## src/rtl/aes_job_bridge_pkg.sv

```systemverilog
// Shared AES job types for the bridge and its FIFOs.
// Optional statistics counters are enabled with AES_JOB_BRIDGE_STATS_EN.
package AESDefinitions;

  localparam int STATE_W = 128;
  localparam int KEY_W   = 128;

  typedef logic [STATE_W-1:0] state_t;
  typedef logic [KEY_W-1:0]   key_t;

  typedef enum logic {
    ENCRYPT = 1'b0,
    DECRYPT = 1'b1
  } job_mode_t;

  // Counters hold at all-ones instead of wrapping.
  function automatic logic [31:0] sat_inc32(input logic [31:0] v);
    return (v == 32'hffff_ffff) ? v : v + 32'd1;
  endfunction

endpackage

```

## src/rtl/aes_job_bridge_fifo.sv

```systemverilog
// Synchronous power-of-two FIFO. FWFT=1 shows the head word combinationally;
// FWFT=0 returns the popped word registered, with rd_valid pulsing one cycle later.
module aes_sync_fifo #(
  parameter int WIDTH = 8,
  parameter int DEPTH = 8,
  parameter bit FWFT  = 1'b1
) (
  input  logic                         clock,
  input  logic                         reset,
  input  logic                         wr_en,
  input  logic [WIDTH-1:0]             wr_data,
  input  logic                         rd_en,
  output logic [WIDTH-1:0]             rd_data,
  output logic                         rd_valid,
  output logic [$clog2(DEPTH+1)-1:0]   count
);

  localparam int AW = $clog2(DEPTH);
  localparam int CW = $clog2(DEPTH+1);

  logic [WIDTH-1:0] mem_q [DEPTH];
  logic [WIDTH-1:0] mem_d [DEPTH];
  logic [AW-1:0]    wr_ptr_q, wr_ptr_d;
  logic [AW-1:0]    rd_ptr_q, rd_ptr_d;
  logic [CW-1:0]    count_q, count_d;
  logic             empty, full, do_wr, do_rd;

  assign empty = (count_q == '0);
  assign full  = (count_q == CW'(DEPTH));
  assign do_rd = rd_en && !empty;
  // A write into a full FIFO is legal when the same cycle frees a slot.
  assign do_wr = wr_en && (!full || do_rd);
  assign count = count_q;

  always_comb begin
    mem_d    = mem_q;
    wr_ptr_d = wr_ptr_q;
    rd_ptr_d = rd_ptr_q;
    count_d  = count_q;
    if (do_wr) begin
      mem_d[wr_ptr_q] = wr_data;
      wr_ptr_d        = wr_ptr_q + AW'(1);
    end
    if (do_rd) begin
      rd_ptr_d = rd_ptr_q + AW'(1);
    end
    case ({do_wr, do_rd})
      2'b10:   count_d = count_q + CW'(1);
      2'b01:   count_d = count_q - CW'(1);
      default: count_d = count_q;
    endcase
  end

  always_ff @(posedge clock) begin
    if (reset) begin
      wr_ptr_q <= '0;
      rd_ptr_q <= '0;
      count_q  <= '0;
    end else begin
      wr_ptr_q <= wr_ptr_d;
      rd_ptr_q <= rd_ptr_d;
      count_q  <= count_d;
    end
  end

  always_ff @(posedge clock) begin
    mem_q <= mem_d;
  end

  generate
    if (FWFT) begin : g_fwft
      assign rd_data  = mem_q[rd_ptr_q];
      assign rd_valid = !empty;
    end else begin : g_reg
      logic [WIDTH-1:0] rd_data_q, rd_data_d;
      logic             rd_valid_q, rd_valid_d;
      always_comb begin
        rd_data_d  = rd_data_q;
        rd_valid_d = do_rd;
        if (do_rd) begin
          rd_data_d = mem_q[rd_ptr_q];
        end
      end
      always_ff @(posedge clock) begin
        if (reset) begin
          rd_data_q  <= '0;
          rd_valid_q <= 1'b0;
        end else begin
          rd_data_q  <= rd_data_d;
          rd_valid_q <= rd_valid_d;
        end
      end
      assign rd_data  = rd_data_q;
      assign rd_valid = rd_valid_q;
    end
  endgenerate

endmodule

```

## src/rtl/aes_job_bridge.sv

```systemverilog
// Credit-based job bridge between a request stream and an AES core, with in-order
// tag tracking and a result FIFO. Optional counters: AES_JOB_BRIDGE_STATS_EN.
module aes_job_bridge
  import AESDefinitions::*;
#(
  parameter int FIFO_DEPTH = 8,
  parameter int TAG_W      = 4
) (
  input  logic             clock,
  input  logic             reset,
  // Handshakes: a transfer happens on a cycle where valid && ready; valid never
  // depends on ready, and payload is held stable while valid && !ready.
  input  logic             in_valid,
  output logic             in_ready,
  input  logic             in_mode,
  input  state_t           in_data,
  input  key_t             in_key,
  input  logic [TAG_W-1:0] in_tag,
  input  logic             in_last,
  output logic             core_valid,
  output logic             core_mode,
  output state_t           core_data,
  output key_t             core_key,
  input  state_t           core_result,
  input  logic             core_done,
  output logic             out_valid,
  input  logic             out_ready,
  output state_t           out_data,
  output logic [TAG_W-1:0] out_tag,
  output logic             out_mode,
  output logic             done,
  output logic [1:0]       state_dbg,
  output logic             err
`ifdef AES_JOB_BRIDGE_STATS_EN
  ,
  output logic [31:0]      stat_accepted,
  output logic [31:0]      stat_completed,
  output logic [31:0]      stat_stall
`endif
);

  localparam int CW   = $clog2(FIFO_DEPTH+1);
  localparam int TQ_W = TAG_W + 1;
  localparam int RF_W = STATE_W + TQ_W;

  typedef enum logic [1:0] {
    S_IDLE  = 2'd0,
    S_RUN   = 2'd1,
    S_DRAIN = 2'd2,
    S_DONE  = 2'd3
  } bridge_state_e;

  bridge_state_e state_q, state_d;
  logic [CW-1:0] credits_q, credits_d;
  logic          core_valid_q, core_valid_d;
  job_mode_t     core_mode_q, core_mode_d;
  state_t        core_data_q, core_data_d;
  key_t          core_key_q, core_key_d;
  logic          err_q, err_d;
  logic          post_reset_q, post_reset_d;

  logic            accept, out_hs, core_done_eff, rf_wr;
  job_mode_t       acc_mode;
  logic [TQ_W-1:0] tq_head;
  logic            tq_valid;
  logic [CW-1:0]   inflight;
  logic [RF_W-1:0] rf_head;
  logic            rf_valid;
  logic [CW-1:0]   rf_count;

  assign acc_mode = job_mode_t'(in_mode);
  // The first cycle after reset release may still see a done from a flushed job.
  assign core_done_eff = core_done && !post_reset_q;
  assign rf_wr         = core_done_eff && tq_valid;
  assign out_hs        = rf_valid && out_ready;

  aes_sync_fifo #(.WIDTH(TQ_W), .DEPTH(FIFO_DEPTH), .FWFT(1'b1)) u_tag_q (
    .clock   (clock),
    .reset   (reset),
    .wr_en   (accept),
    .wr_data ({in_tag, in_mode}),
    .rd_en   (core_done_eff),
    .rd_data (tq_head),
    .rd_valid(tq_valid),
    .count   (inflight)
  );

  aes_sync_fifo #(.WIDTH(RF_W), .DEPTH(FIFO_DEPTH), .FWFT(1'b1)) u_result_q (
    .clock   (clock),
    .reset   (reset),
    .wr_en   (rf_wr),
    .wr_data ({core_result, tq_head}),
    .rd_en   (out_ready),
    .rd_data (rf_head),
    .rd_valid(rf_valid),
    .count   (rf_count)
  );

  always_comb begin
    state_d  = state_q;
    in_ready = 1'b0;
    done     = 1'b0;
    case (state_q)
      S_IDLE, S_RUN: in_ready = (credits_q != '0);
      S_DONE:        done     = 1'b1;
      default:       ;
    endcase
    accept = in_valid && in_ready;
    case (state_q)
      S_IDLE:  if (accept) state_d = in_last ? S_DRAIN : S_RUN;
      S_RUN:   if (accept && in_last) state_d = S_DRAIN;
      S_DRAIN: if (inflight == '0 && rf_count == '0) state_d = S_DONE;
      S_DONE:  state_d = S_IDLE;
      default: state_d = S_IDLE;
    endcase
  end

  always_comb begin
    credits_d = credits_q;
    case ({accept, out_hs})
      2'b10:   credits_d = credits_q - CW'(1);
      2'b01:   credits_d = credits_q + CW'(1);
      default: credits_d = credits_q;
    endcase
    core_valid_d = accept;
    core_mode_d  = core_mode_q;
    core_data_d  = core_data_q;
    core_key_d   = core_key_q;
    if (accept) begin
      core_mode_d = acc_mode;
      core_data_d = in_data;
      core_key_d  = in_key;
    end
    // A completion with no outstanding tag has nothing to pair with and is dropped.
    err_d        = err_q | (core_done_eff && !tq_valid);
    post_reset_d = 1'b0;
  end

  always_ff @(posedge clock) begin
    if (reset) begin
      state_q      <= S_IDLE;
      credits_q    <= CW'(FIFO_DEPTH);
      core_valid_q <= 1'b0;
      core_mode_q  <= ENCRYPT;
      core_data_q  <= '0;
      core_key_q   <= '0;
      err_q        <= 1'b0;
      post_reset_q <= 1'b1;
    end else begin
      state_q      <= state_d;
      credits_q    <= credits_d;
      core_valid_q <= core_valid_d;
      core_mode_q  <= core_mode_d;
      core_data_q  <= core_data_d;
      core_key_q   <= core_key_d;
      err_q        <= err_d;
      post_reset_q <= post_reset_d;
    end
  end

  assign core_valid = core_valid_q;
  assign core_mode  = core_mode_q;
  assign core_data  = core_data_q;
  assign core_key   = core_key_q;
  assign err        = err_q;
  assign state_dbg  = state_q;

  // Stale FIFO storage is never visible: payload reads as zero when no result is held.
  assign out_valid = rf_valid;
  assign out_data  = rf_valid ? rf_head[RF_W-1 -: STATE_W] : '0;
  assign out_tag   = rf_valid ? rf_head[TAG_W:1] : '0;
  assign out_mode  = rf_valid ? rf_head[0] : 1'b0;

`ifdef AES_JOB_BRIDGE_STATS_EN
  logic [31:0] stat_accepted_q, stat_accepted_d;
  logic [31:0] stat_completed_q, stat_completed_d;
  logic [31:0] stat_stall_q, stat_stall_d;

  always_comb begin
    stat_accepted_d  = accept ? sat_inc32(stat_accepted_q) : stat_accepted_q;
    stat_completed_d = out_hs ? sat_inc32(stat_completed_q) : stat_completed_q;
    stat_stall_d     = (in_valid && !in_ready) ? sat_inc32(stat_stall_q) : stat_stall_q;
  end

  always_ff @(posedge clock) begin
    if (reset) begin
      stat_accepted_q  <= '0;
      stat_completed_q <= '0;
      stat_stall_q     <= '0;
    end else begin
      stat_accepted_q  <= stat_accepted_d;
      stat_completed_q <= stat_completed_d;
      stat_stall_q     <= stat_stall_d;
    end
  end

  assign stat_accepted  = stat_accepted_q;
  assign stat_completed = stat_completed_q;
  assign stat_stall     = stat_stall_q;
`endif

endmodule

```

## config.mk

```make
export PLATFORM = sky130hd
export DESIGN_NAME = aes_job_bridge
export DESIGN_NICKNAME = d
export VERILOG_FILES = /design/src/rtl/aes_job_bridge_pkg.sv /design/src/rtl/aes_job_bridge_fifo.sv /design/src/rtl/aes_job_bridge.sv
export SDC_FILE = /design/constraint.sdc
export NUM_CORES = 2
export LEC_CHECK = 0
export ABC_AREA = 1
export CORE_MARGIN = 8
export CORE_UTILIZATION = 49
export CTS_CLUSTER_SIZE = 16
export DETAILED_ROUTE_END_ITERATION = 7
export HOLD_SLACK_MARGIN = 0.03
export PLACE_DENSITY = 0.82
export SKIP_LAST_GASP = 1
export SLEW_MARGIN = 20
export SYNTH_ARGS = -nofsm -noshare
export SYNTH_HDL_FRONTEND = slang
export SYNTH_HIERARCHICAL = 1
export SYNTH_SLANG_ARGS = --single-unit
```

## constraint.sdc

```tcl
create_clock -name clock -period 9.7 [get_ports clock]
set_clock_uncertainty 0.1 [all_clocks]
set_input_delay 2.91 -clock clock [delete_from_list [all_inputs] [get_ports clock]]
set_output_delay 2.91 -clock clock [all_outputs]
set_load 0.05 [all_outputs]
```

### Word level (Yosys, flattened, before mapping)

Cells that the tools add are included.

| word-level totals | value |
|---|---|
| input bits | 395 |
| ROM bits | 0 |
| flip-flop bits (word level) | 1390 |
| memories kept | 0 |
| output and inout port bits | 397 |
| memory bits (writable) | 0 |
| latch bits | 0 |
| word-level logic and storage cells | 118 |

| operators by class | value |
|---|---|
| reductions and logical operators | 27 |
| multiplexer cells | 26 |
| bitwise gates (word level) | 5 |
| div/mod/pow operators | 0 |
| $add $sub $neg | 10 |
| $mul | 0 |
| magnitude comparators | 6 |
| eq/ne operators | 14 |
| shifts and indexed selects | 0 |

Operators by type and width:

| cell | number |
|---|---|
| 1064-bit bitwise mux | 1 |
| 133-bit binary-select mux with 3-bit select | 1 |
| 133-bit demux with 3-bit select | 1 |
| 133-bit 2-to-1 mux | 3 |
| 128-bit 2-to-1 mux | 1 |
| 40-bit bitwise mux | 1 |
| 4-bit one-hot mux with 2 select lines | 3 |
| 4-bit greater-or-equal comparator (second input constant) | 4 |
| 3-bit NOT with 4-bit output | 4 |
| 5-bit binary-select mux with 3-bit select | 1 |
| 5-bit demux with 3-bit select | 1 |
| 5-bit 2-to-1 mux | 3 |
| 3-bit by 1-bit adder with 3-bit output (second input constant) | 4 |
| 4-bit by 1-bit adder with 4-bit output (second input constant) | 3 |
| 4-bit by 1-bit subtractor with 4-bit output (second input constant) | 3 |
| 1-bit logical AND | 11 |
| 2-bit equality test (second input constant) | 5 |
| 2-bit by 1-bit equality test with 1-bit output (second input constant) | 4 |
| 4-bit equality test (second input constant) | 2 |
| 4-bit logical NOT | 2 |
| 4-bit by 1-bit less-than comparator with 1-bit output (second input constant) | 2 |
| 2-bit 2-to-1 mux | 4 |
| 2-bit one-hot mux with 4 select lines | 1 |
| 2-bit != test (second input constant) | 3 |
| 10 further kinds | 20 |

### Logic depth before layout (Yosys ltp)

| depth | value |
|---|---|
| depth after elaboration | 7 |
| depth in mapped cells | 18 |
| depth with buffers taken out | 17 |

### Modules after synthesis

The synthesis kept the hierarchy.

By module, submodules not included:

| module | cells each | sequential area each (um^2) | instances | area each (um^2) |
|---|---|---|---|---|
| aes_sync_fifo at u_result_q | 3075 | 32150.8 | 1 | 41836.4 |
| aes_job_bridge | 1481 | 5325.1 | 1 | 10426.2 |
| aes_sync_fifo at u_tag_q | 202 | 1401.3 | 1 | 2173.3 |

### Worst setup path after synthesis

No wires, ideal clock.

| timing | value |
|---|---|
| path kind | input-to-reg |
| from | input core_done |
| to | register u_result_q/mem_q[1000] (netlist bit), enable pin |
| data arrival time | 9.130 ns |
| library setup time | 0.627 ns |
| stages | 5 |
| buffers on the path | 0 |
| setup slack | -0.157 ns |
| required time | 8.973 ns |
| path through | inv_1 > nor3_1 > nand2_1 > or2_2 > nor2_1 |

| between the ends | value |
|---|---|
| cells in the longest elaborated chain, start to end | 3 |

RTL lines:

| what | RTL line | text |
|---|---|---|
| start, declared | aes_job_bridge.sv:25 | `input logic core_done,` |
| 1-bit logical AND | aes_job_bridge.sv:73 | `assign core_done_eff = core_done && !post_reset_q;` |
| 1-bit logical AND | aes_job_bridge.sv:74 | `assign rf_wr = core_done_eff && tq_valid;` |
| named net rf_wr | aes_job_bridge.sv:62 | `logic accept, out_hs, core_done_eff, rf_wr;` |
| 1-bit logical AND | aes_job_bridge_fifo.sv:32 | `assign do_wr = wr_en && (!full \|\| do_rd);` |
| end signal, assigned | aes_job_bridge_fifo.sv:67 | `mem_q <= mem_d;` |
| end, declared | aes_job_bridge_fifo.sv:21 | `logic [WIDTH-1:0] mem_q [DEPTH];` |

The timed path passes the listed nets, and every way through them passes these cells.
A chain may end at the register's enable or synchronous reset.

### Final worst setup path

| timing | value |
|---|---|
| from | register u_result_q.rd_ptr_q[0] |
| to | output out_data[13] |

| between the ends | value |
|---|---|
| cells in the longest elaborated chain, start to end | 5 |

RTL lines:

| what | RTL line | text |
|---|---|---|
| start, declared | aes_job_bridge_fifo.sv:24 | `logic [AW-1:0] rd_ptr_q, rd_ptr_d;` |
| start signal, assigned | aes_job_bridge_fifo.sv:61 | `rd_ptr_q <= rd_ptr_d;` |
| 3-bit NOT with 4-bit output (not written as such) | aes_job_bridge_fifo.sv:72 | `assign rd_data = mem_q[rd_ptr_q];` |
| 133-bit binary-select mux with 3-bit select | aes_job_bridge_fifo.sv:72 |  |
| 133-bit 2-to-1 mux (not written as such) (2 in a row) | aes_job_bridge_fifo.sv:72 |  |
| named net rf_head[18] | aes_job_bridge.sv:67 | `logic [RF_W-1:0] rf_head;` |
| 128-bit 2-to-1 mux | aes_job_bridge.sv:170 | `assign out_data = rf_valid ? rf_head[RF_W-1 -: STATE_W] : '0;` |
| end, declared | aes_job_bridge.sv:28 | `output state_t out_data,` |

The timed path passes the listed nets, and every way through them passes these cells. The select of a mux whose other input is x is not followed.

==> run metrics <==
Top Layer Used met5; largest net degree at the start of global routing 252; Final Hold Fails 0; gp weighted congestion 0.908; Synth Cell Area 0.0544 mm^2; Seq/Total Area, Yosys between 70% and 80%; hold wc startpoint core_key[86]$_SDFFE_PP0P_; Unique masters post-synth 35; Final Instance Area 0.0680 mm^2; Final Critical Period 7.84 ns; Arr. time, crit path 4.83 ns; worst-case clock buffer depth 3; Synth top area share 60.9%; WL met1 64700 um; Max VDD drop approximately 0.35 mV; f_max roughly 130 MHz; placed inst area about 0.063 mm^2; Final Non-Filler Cells 7077; status finished clean; most frequent cells in the layout 1114 x nand2_1, 1104 x edfxtp_1, 790 x clkdlybuf4s50_1, 593 x nor2_1, 487 x o21ai_0; Logic pwr share 38.5%; Num CTS Buffers 140; register area 0.0389 mm^2; number of synthesized register bits roughly 1.4k; Clock Power Share between 20% and 30%; Setup WS post-layout 1.86 ns; vias in the first global route 37.6k; Placed Cells incl. Taps between 6k and 7k; internal power 12000 uW; Ys Warns 6; core outline area roughly 0.11 mm^2; CTS resizes 0; Die Ht 349 um; hpwl dp 103000 um; Critical Path Fanout Max between 80 and 90; # nets final between 5k and 6k; DIE AREA 0.122 mm^2; sequential share of power 35.3%; Setup violations, final 0; area leader, netlist edfxtp_1; global-route wire length before repair 241000 um; number of synthesized flops with an enable pin about 1.1k; metal3 WL 19500 um; Rows 122; pwr dens 296 mW/mm^2; fin util 61.6%; Post-Syn Nets about 5.2k; R2R Path End core_key[48]$_SDFFE_PP0P_; First-pass DRT Iterations 6; total gr overflow 0; share of post-route cells with drive strength above 1 4.83%; setup slack after placement 2.68 ns; Tcrit/Tclk final 80.9%; Worst-Margin Slew 1.40 ns; DR vias/cell 5.54; Leak 0.0242 uW; number of routed nets with antenna violations 0; io pins 792; CTS HTree Levels 4; TritonCTS clock tree yes; hold_buf cts 0; synth top area cells edfxtp_1 61%, dfxtp_1 11%, nand2_1 7.7%; clk slew on worst S/H paths 0.06 ns; Worst Path Required approximately 6.7 ns; Routed wire per std cell 23.5 um; number of DRC markers in iteration 0 4848; Hold Crit Depth 2; met2 wire len 76200 um; Clock Sinks 1390; GRT Overall Usage 26.0%; final wirelength around 170000 um; hold endpoint core_key[86]$_SDFFE_PP0P_; CP Capture Type primary output; Residual DRC 0; Post-CTS Setup Repair Bufs 0; initial antenna violation count 65; Reg2Reg Depth 9; via count 39.2k; Hold Crit Class register to register; clk root buf clkbuf_16; Starting Density between 40% and 50%; relative slew slack 6.45%; Post-synth top flop edfxtp_1; switch share 40.0%; most common cell after layout, fill and taps aside nand2_1; Post-synth ARST share 0%; R2R setup slack ~5.4 ns; crit path kind register to primary output; Die X 349 um; PortBufs 791; max-slew violation count 0; Clock Latency Late Sink 0.76 ns; startpoint class of the critical path register; Layout fillers 8077; max cap viols 0; reg-to-reg critical path startpoint state_dbg[1]$_SDFFE_PP0P_; footprint of the multi-input gates 0.0135 mm^2; Switch Pwr 8040 uW; Mapped Cells 4758; RSZ-0062 raised after global routing no; synthesis-to-finish area growth 24.9%; syn_area_per_cell 11.4 um^2
[final cells by class]
class | count | area share (%)
flip-flops and latches | 1390 | 57.2
multi-input cells | 2891 | 19.9
repair buffers | 830 | 12.3
clock buffers | 176 | 5.52
well taps | 1488 | 2.74
clock inverters | 76 | 1.17
inverters | 180 | 1.02
diodes | 46 | 0.169
[cells in the mapped netlist, drive strengths merged, types with 2 or more instances]
cell / count
o22ai: 138
ha: 17
nor2: 602
clkbuf: 153
a21oi: 274
nand4: 3
buf: 144
nand2: 1120
nand3: 9
edfxtp: 1104
dfxtp: 286
inv: 180
or2: 2
xnor2: 5
nor3: 3
mux2i: 138
o21ai: 569
xor2: 8
[how the worst max path moves through the flow]
stage | cells after the start | slack (ns) | startpoint | end
floorplan | 5 | -0.16 | core_done | u_result_q/mem_q[1000]$_DFFE_PP_
global placement | 11 | 2.80 | u_result_q/rd_ptr_q[0]$_SDFFE_PP0P_ | out_data[125]
detailed placement | 11 | 2.68 | u_result_q/rd_ptr_q[0]$_SDFFE_PP0P_ | out_data[115]
CTS | 9 | 1.84 | u_result_q/rd_ptr_q[0]$_SDFFE_PP0P_ | out_data[13]
global route | 9 | 1.64 | u_result_q/rd_ptr_q[0]$_SDFFE_PP0P_ | out_data[13]
finish | 9 | 1.86 | u_result_q/rd_ptr_q[0]$_SDFFE_PP0P_ | out_data[13]
[per-stage QoR]
stage / hold slack (ns) / TNS, ns / total power [uW]
after floorplan: 0.365 / -83.64 / 12300
after global placement: 0.343 / 0 / 14700
after detailed placement: 0.355 / 0 / 14800
after CTS: 0.365 / 0 / 20100
after global routing: 0.379 / 0 / 20900
final: 0.364 / 0 / 20100
[state kept, by name, indices dropped and copies added (netlist names)]
| name | count |
|---|---|
| u_result_q/count | 4 |
| core_key | 128 |
| core_mode | 1 |
| post_reset_q | 1 |
| u_tag_q/mem_q | 40 |
| state_dbg | 2 |
| core_data | 128 |
| u_tag_q/count | 4 |
| core_valid | 1 |
| u_tag_q/rd_ptr_q | 3 |
| u_result_q/mem_q | 1064 |
| u_result_q/wr_ptr_q | 3 |
| u_result_q/rd_ptr_q | 3 |
| err | 1 |
| credits_q | 4 |
| u_tag_q/wr_ptr_q | 3 |
[layer usage]
layer  up-vias  track usage [%]
li1      17841                -
met5         -                0
met1     18979             34.8
met3       330             8.15
met4        38             9.20
met2      2052             40.0
[power by group through the flow]
stage / sequential, uW / clock, uW / combinational (uW)
final: 7090 / 5270 / 7720
after detailed placement: 7210 / 0 / 7640
after global placement: 7190 / 0 / 7520
after global routing: 7130 / 5590 / 8180
after floorplan: 7880 / 0 / 4400
after CTS: 7090 / 5340 / 7700
[critical path: stages (launching register included)]
cell and delay [ns]:
dfxtp_4 0.70, buf_4 0.65, buf_4 0.86, o21ai_0 0.25
o21ai_0 0.28, nand2_1 0.12, nand2_1 0.12, nand2_1 0.07
inv_1 0.13, clkdlybuf4s50_1 0.81
[logic make-up (layout without fill, tap and decap cells)]
| group | after synthesis | in the layout | synth area share [%] |
|---|---|---|---|
| AO/OA/AOI/OAI | 983 | 983 | 9.37 |
| XOR/XNOR | 13 | 13 | 0.209 |
| adder cells (fa/ha/maj) | 18 | 18 | 0.428 |
| buffers and inverters | 477 | 1262 | 3.92 |
| flip-flops | 1390 | 1390 | 71.4 |
| multiplexers | 138 | 138 | 2.54 |
| other | 0 | 46 | 0 |
| AND/OR/NAND/NOR | 1739 | 1739 | 12.1 |
(Power assumes the default switching activity.)
